[src/rtl/spi_target.sv]
// spi_target: SPI peripheral with pin synchronisers, RX/TX shift paths
// and a one-word TX holding register, all in the system clock domain.
module spi_target #(
   parameter int unsigned           DATA_WIDTH = 8,
   parameter bit                    CPOL       = 1'b1,
   parameter bit                    CPHA       = 1'b1,
   parameter logic [DATA_WIDTH-1:0] TX_IDLE    = '1
) (
   input  logic                  clock,
   input  logic                  reset,
   input  logic                  SPI_clock,
   input  logic                  SPI_in,
   input  logic                  SPI_not_chip_select,
   output logic                  SPI_out,
   output logic                  SPI_out_enable,
   output logic                  in_data_valid,
   output logic [DATA_WIDTH-1:0] in_data,
   input  logic                  out_data_valid,
   input  logic [DATA_WIDTH-1:0] out_data,
   output logic                  out_data_ready,
   output logic                  active,
   output logic                  frame_abort,
   output logic                  tx_underrun
);

   localparam int unsigned CW = $clog2(DATA_WIDTH);
   localparam logic [CW-1:0] LAST = CW'(DATA_WIDTH - 1);

   typedef enum logic {IDLE, ACTIVE} state_e;

   state_e state_q, state_d;

   logic [2:0] sck_q, cs_q;
   logic [1:0] mosi_q;

   logic [CW-1:0]         bitcnt_q, bitcnt_d;
   logic [DATA_WIDTH-1:0] rx_q, rx_d;
   logic [DATA_WIDTH-1:0] tx_q, tx_d;
   logic [DATA_WIDTH-1:0] hold_q, hold_d;
   logic [DATA_WIDTH-1:0] in_data_q, in_data_d;
   logic                  full_q, full_d;
   logic                  pend_q, pend_d;
   logic                  valid_q, valid_d;
   logic                  abort_q, abort_d;
   logic                  und_q, und_d;
   logic                  load;

   logic sck_rise, sck_fall, lead_edge, trail_edge;
   logic sample_edge, shift_edge;
   logic cs_fall, cs_rise, mosi_s;
   logic start, in_frame;

   // Two synchroniser stages plus one history stage for edge detection.
   // CS_n history resets low so a CS_n already low at reset release
   // does not look like a fresh falling edge.
   always_ff @(posedge clock or negedge reset) begin
      if (!reset) begin
         sck_q  <= '0;
         cs_q   <= '0;
         mosi_q <= '0;
      end else begin
         sck_q  <= {sck_q[1:0], SPI_clock};
         cs_q   <= {cs_q[1:0], SPI_not_chip_select};
         mosi_q <= {mosi_q[0], SPI_in};
      end
   end

   assign sck_rise    = sck_q[1] & ~sck_q[2];
   assign sck_fall    = ~sck_q[1] & sck_q[2];
   assign lead_edge   = CPOL ? sck_fall : sck_rise;
   assign trail_edge  = CPOL ? sck_rise : sck_fall;
   assign sample_edge = CPHA ? trail_edge : lead_edge;
   assign shift_edge  = CPHA ? lead_edge : trail_edge;
   assign cs_fall     = ~cs_q[1] & cs_q[2];
   assign cs_rise     = cs_q[1] & ~cs_q[2];
   assign mosi_s      = mosi_q[1];

   assign start    = (state_q == IDLE) & cs_fall;
   assign in_frame = (state_q == ACTIVE) & ~cs_rise;

   // Frame state register.
   always_ff @(posedge clock or negedge reset) begin
      if (!reset) state_q <= IDLE;
      else        state_q <= state_d;
   end

   // Frame state follows the synchronised chip select.
   always_comb begin
      state_d = state_q;
      unique case (state_q)
         IDLE:    if (cs_fall) state_d = ACTIVE;
         ACTIVE:  if (cs_rise) state_d = IDLE;
         default: state_d = IDLE;
      endcase
   end

   // Pad enable and status follow the frame state.
   always_comb begin
      SPI_out_enable = (state_q == ACTIVE);
      active         = (state_q == ACTIVE);
   end

   // Shift, count, word hand-off and TX holding register next state.
   always_comb begin
      bitcnt_d  = bitcnt_q;
      rx_d      = rx_q;
      tx_d      = tx_q;
      hold_d    = hold_q;
      full_d    = full_q;
      pend_d    = pend_q;
      in_data_d = in_data_q;
      valid_d   = 1'b0;
      abort_d   = 1'b0;
      und_d     = 1'b0;
      load      = 1'b0;

      if (start) begin
         bitcnt_d = '0;
         rx_d     = '0;
         pend_d   = 1'b1;
         if (!CPHA) begin
            load   = 1'b1;
            pend_d = 1'b0;
         end
      end

      if ((state_q == ACTIVE) && cs_rise && (bitcnt_q != '0))
         abort_d = 1'b1;

      if (in_frame && sample_edge) begin
         rx_d = {rx_q[DATA_WIDTH-2:0], mosi_s};
         if (bitcnt_q == LAST) begin
            bitcnt_d  = '0;
            in_data_d = {rx_q[DATA_WIDTH-2:0], mosi_s};
            valid_d   = 1'b1;
            pend_d    = 1'b1;
         end else begin
            bitcnt_d = bitcnt_q + CW'(1);
         end
      end

      if (in_frame && shift_edge) begin
         if (pend_q) begin
            load   = 1'b1;
            pend_d = 1'b0;
         end else begin
            tx_d = {tx_q[DATA_WIDTH-2:0], 1'b0};
         end
      end

      // A load sees the holding register as it was before this clock.
      if (load) begin
         if (full_q) begin
            tx_d   = hold_q;
            full_d = 1'b0;
         end else begin
            tx_d  = TX_IDLE;
            und_d = 1'b1;
         end
      end

      if (out_data_valid && !full_q) begin
         hold_d = out_data;
         full_d = 1'b1;
      end
   end

   // Datapath registers.
   always_ff @(posedge clock or negedge reset) begin
      if (!reset) begin
         bitcnt_q  <= '0;
         rx_q      <= '0;
         tx_q      <= '0;
         hold_q    <= '0;
         full_q    <= 1'b0;
         pend_q    <= 1'b0;
         in_data_q <= '0;
         valid_q   <= 1'b0;
         abort_q   <= 1'b0;
         und_q     <= 1'b0;
      end else begin
         bitcnt_q  <= bitcnt_d;
         rx_q      <= rx_d;
         tx_q      <= tx_d;
         hold_q    <= hold_d;
         full_q    <= full_d;
         pend_q    <= pend_d;
         in_data_q <= in_data_d;
         valid_q   <= valid_d;
         abort_q   <= abort_d;
         und_q     <= und_d;
      end
   end

   assign SPI_out        = tx_q[DATA_WIDTH-1];
   assign in_data        = in_data_q;
   assign in_data_valid  = valid_q;
   assign out_data_ready = ~full_q;
   assign frame_abort    = abort_q;
   assign tx_underrun    = und_q;

endmodule

[config.mk]
export PLATFORM = sky130hd
export DESIGN_NAME = spi_target
export DESIGN_NICKNAME = d
export VERILOG_FILES = /design/src/rtl/spi_target.sv
export SDC_FILE = /design/constraint.sdc
export NUM_CORES = 1
export LEC_CHECK = 0
export ABC_AREA = 1
export CAP_MARGIN = 20
export CORE_MARGIN = 5
export CORE_UTILIZATION = 45
export CTS_BUF_LIST = sky130_fd_sc_hd__clkbuf_16
export DETAILED_ROUTE_END_ITERATION = 10
export DONT_BUFFER_PORTS = 1
export GPL_ROUTABILITY_DRIVEN = 0
export PLACE_DENSITY_LB_ADDON = 0.25
export SETUP_SLACK_MARGIN = 0.5
export SYNTH_ARGS = -nofsm -noshare
export SYNTH_HDL_FRONTEND = slang
export SYNTH_SLANG_ARGS = --single-unit
[constraint.sdc]
create_clock -name clock -period 3.3 [get_ports clock]
set_input_delay 0.495 -clock clock [delete_from_list [all_inputs] [get_ports clock]]
set_output_delay 0.495 -clock clock [all_outputs]
set_load 0.05 [all_outputs]
# --- Word-level counts from Yosys, hierarchy flattened ---
# Cells that the tools add are included.
word_totals:
  rom_bits: 0
  mem_bits_rw: 0
  mem_count: 0
  register_bits: 48
  latch_bits: 0
  wordCells: 68
  output_inout_bits: 15
op_classes:
  order_cmp: 0
  n_eq_ne: 2
  n_mul: 0
  n_div: 0
  bitwise_logic: 13
  n_mux: 26
  shifts: 0
  reduce_logical: 12
  n_addsub: 1
ops:
  columns: ["cell", "count"]
  rows:
  - ["$mux W8", 4]
  - ["$mux W1", 16]
  - ["$mux W7", 2]
  - ["$mux W3", 3]
  - ["$not A1 Y1", 7]
  - ["$and A1 B1 Y1", 6]
  - ["$reduce_bool A2 Y1", 3]
  - ["$logic_and A1 B1 Y1", 5]
  - ["$reduce_and A2 Y1", 2]
  - ["$add A3 B1 Y3 const B", 1]
  - ["$eq A3 B3 Y1 const B", 1]
  - ["$reduce_bool A3 Y1", 1]
  - ["$ne A2 B1 Y1 const B", 1]
  - ["$pmux W1 S2", 1]
  - ["$logic_not A1 Y1", 1]

# --- Longest topological paths before layout ---
depth:
  depth_word: 8
  ltp_mapped: 8
  ltp_nobuf: 7

# --- Worst setup path before layout ---
# Ideal clock, no wire load.
synth_path:
  path_kind: "register to output"
  startpoint: "reg state_q (netlist: SPI_out_enable)"
  endpoint: "out active"
  setup_slack_ns: 1.769
  path_stages_with_launch: 2
  arrival_time_ns: 1.036
  required_time_ns: 2.805
  path_cell_list: "dfrtp_1 > buf_4"
synth_rtl:
  columns: ["element", "line_no", "source"]
  rows:
  - ["start: declaration", "31", "state_e state_q, state_d;"]
  - ["start signal: assignment", "84", "else state_q <= state_d;"]
  - ["end: declaration", "21", "output logic active,"]
# No word-level cell between the ends.

# --- Final worst setup path ---
layout_path:
  startpoint: "reg full_q"
  endpoint: "out out_data_ready"
layout_between:
  elab_chain_cells: 1
layout_rtl:
  columns: ["element", "line_no", "source"]
  rows:
  - ["start: declaration", "41", "logic full_q, full_d;"]
  - ["start signal: assignment", "186", "full_q <= full_d;"]
  - ["$not A1 Y1", "198", "assign out_data_ready = ~full_q;"]
  - ["end: declaration", "20", "output logic out_data_ready,"]
# No other way between the ends.

==> impl_metrics.py <==
metrics = {
    "synth": {
        "synth_cells": 198,
        "syn_avg_cell_area_um2": 9.852,
        "synth-edff-count": 0,
        "ys_ff_latch": 48,
        "synthFlopType": "dfrtp_1",
        "synth_seq_area_share_pct": 61.58,
        "async_flop_share_pct": 100.0,
        "ys_types": 22,
        "synth.cell_area_um2": 1951,
        "synth_nets": 215,
        "ys_warn_count": 0,
    },
    "power_and_ir_drop": {
        "p_leak_nw": 1.117,
        "total_power_mw": 1.596,
        "vdd_ir_drop_max_uv": 334.4,
        "power_density_nw_per_um2": 755.2,
    },
    "drt": {
        "drt_iter0_markers": 79,
        "avgRoutedWirePerCell_um": 13.74,
        "vias": 1281,
        "drcViolationCount": 0,
        "viasPerCell": 5.165,
        "finalWirelength_um": 3407,
        "dr.pass1.iters": 4,
        "ant_nets": 0,
    },
    "layout": {
        "utilization_pct": 49.21,
        "syn_to_final_growth_pct": 8.339,
        "layout_commonest_cell": "nand2_1",
        "antenna-diode-count": 0,
        "nNetsFinal": 213,
        "drive_gt1_share_pct": 9.184,
        "final_cell_mix": "nand2_1, dfrtp_1, nand3_1",
    },
    "status": {
        "status": "completed",
    },
    "placement": {
        "hpwl_um": 2372,
        "io_buffers": 0,
    },
    "clock_tree": {
        "clkLatencyLatePin_ps": 280,
        "htreeDepth": 2,
        "cts.repair.resized": 0,
        "cts_sinks": 48,
        "path_clk_slew_ps": 60,
        "cts_tree": "yes",
        "clk_path_buf_depth": 2,
        "cts_inserted_buffers": 5,
        "clock_tree.root_cell": "clkbuf_16",
        "post_cts_buffers": 0,
    },
    "die": {
        "initial_utilization_pct": 45.43,
        "die_w_um": 75.84,
        "fp-row-count": 24,
        "core_um2": 4294,
        "pin_count": 29,
        "dieArea_um2": 5752,
        "die_h_um": 75.84,
    },
    "setup_path": {
        "r2r_cells": 5,
        "cp.arrival_ps": 1230,
        "crit_chain": "inv_1",
        "path_buf_inv": 1,
        "cp.depth": 1,
        "cpMaxStageDelayCell": "inv_1",
        "end_kind": "primary output",
        "cp.required_ps": 2800,
        "critPathTopFamily": "buffers and inverters",
        "crit_fanout": 11,
        "critPathMaxStageDelay_ps": 540,
        "critPathKind": "register to primary output",
        "startpoint_type": "register",
    },
    "timing": {
        "totalNegativeSetupSlack_ps": 0,
        "holdWs_ps": 59.25,
        "worstMarginPinSlew_ps": 828.7,
        "finalHoldViolations": 0,
        "fin_crit_sh_pct": 52.18,
        "min_period_ps": 1722,
        "clock_skew_ps": 5.265,
        "setup_violations": 0,
        "timing.fmax_mhz": 580.7,
        "slew_violations": 0,
        "max-slew-margin-rel_pct": 44.70,
        "grt_setup_unrepaired": "no",
    },
    "global_routing": {
        "antenna_found_initial": 0,
        "grt_pass1_wl_um": 5802,
        "grt.total_usage_pct": 13.57,
        "grt_max_degree": 49,
        "grt_pass1_vias": 1247,
        "overflow": 0,
    },
    "run": {
        "maxCapViolCount": 0,
    },
    "min_path": {
        "hp-class": "input port to asynchronous set/reset pin",
    },
}
==> final timing paths <==
path	startpoint	to	slack [ps]
min in group clock	SPI_clock	sck_q[0]$_DFF_PN0_	240
worst max register to register	sck_q[1]$_DFF_PN0_	in_data[0]$_DFFE_PN0P_	1620
worst min-delay path	reset	in_data[6]$_DFFE_PN0P_	60
worst max-delay path	full_q$_DFFE_PN0P_	out_data_ready	1580
worst min register to register	cs_q[0]$_DFF_PN0_	cs_q[1]$_DFF_PN0_	350
max in group asynchronous	reset	cs_q[0]$_DFF_PN0_	3030
==> through the flow <==
| step | instance area [µm²] | setup WS (ps) | instances |
|---|---|---|---|
| after floorplan | 1951 | 1769 | 198 |
| after global placement | 1952 | 1691 | 240 |
| after detailed placement | 1952 | 1630 | 240 |
| after CTS | 2113 | 1575 | 248 |
| after global routing | 2113 | 1432 | 248 |
| final | 2113 | 1578 | 248 |
==> routing by layer <==
layer | routed length (µm) | share of wire, % | global-route usage [%]
met1 | 1651 | 48 | 17.81
met4 | 53 | 1.6 | 4.660
met3 | 197 | 5.8 | 5.937
met5 | 0 | 0 | 0
met2 | 1504 | 44 | 20.06
==> flip-flops by register name, indices dropped and copies added, names as in the netlist <==
register        count
cs_q                3
in_data             8
bitcnt_q            3
rx_q                7
full_q              1
SPI_out_enable      1
tx_underrun         1
sck_q               3
tx_q                8
hold_q              8
in_data_valid       1
frame_abort         1
pend_q              1
mosi_q              2
==> cell usage after synthesis (3+ instances only) <==
library cell | instances | area share (%)
nor2_1 | 3 | 0.58
o22ai_1 | 7 | 2.2
nand4_1 | 8 | 2.6
nand2_1 | 59 | 11
ha_1 | 3 | 1.9
inv_2 | 3 | 0.58
inv_1 | 10 | 1.9
o21ai_1 | 7 | 1.8
nand3_1 | 30 | 7.7
dfrtp_1 | 48 | 62
buf_2 | 6 | 1.5
==> report_power, final <==
part / internal (mW) / switching (mW) / leakage [nW]
clock network: 0.272 / 0.192 / 0.0709
registers: 0.711 / 0.114 / 0.617
logic: 0.107 / 0.201 / 0.429
total: 1.09 / 0.506 / 1.12
==> final cells by class <==
type                       instances  area, µm²
timing repair buffer               2      35.03
multi-input combinational        126      629.4
sequential                        48       1201
fill                             401       2181
clock inverter                     2      8.758
inverter                          13      48.80
tap                               52      65.06
clock buffer                       5      125.1
==> cells by family after synthesis <==
kind of cell             after synthesis  share of synthesized area (%)
adder cells (fa/ha/maj)                3                          1.925
buffers and inverters                 24                          6.158
AO/OA/AOI/OAI                         16                          4.682
flip-flops                            48                          61.58
AND/OR/NAND/NOR                      107                          25.66
==> timing repair <==
item	CTS	global route
hold buffers	1	0
endpoints found under the hold margin	48	0
endpoints found under the setup margin	0	0
Power figures use the tool's default switching activity.
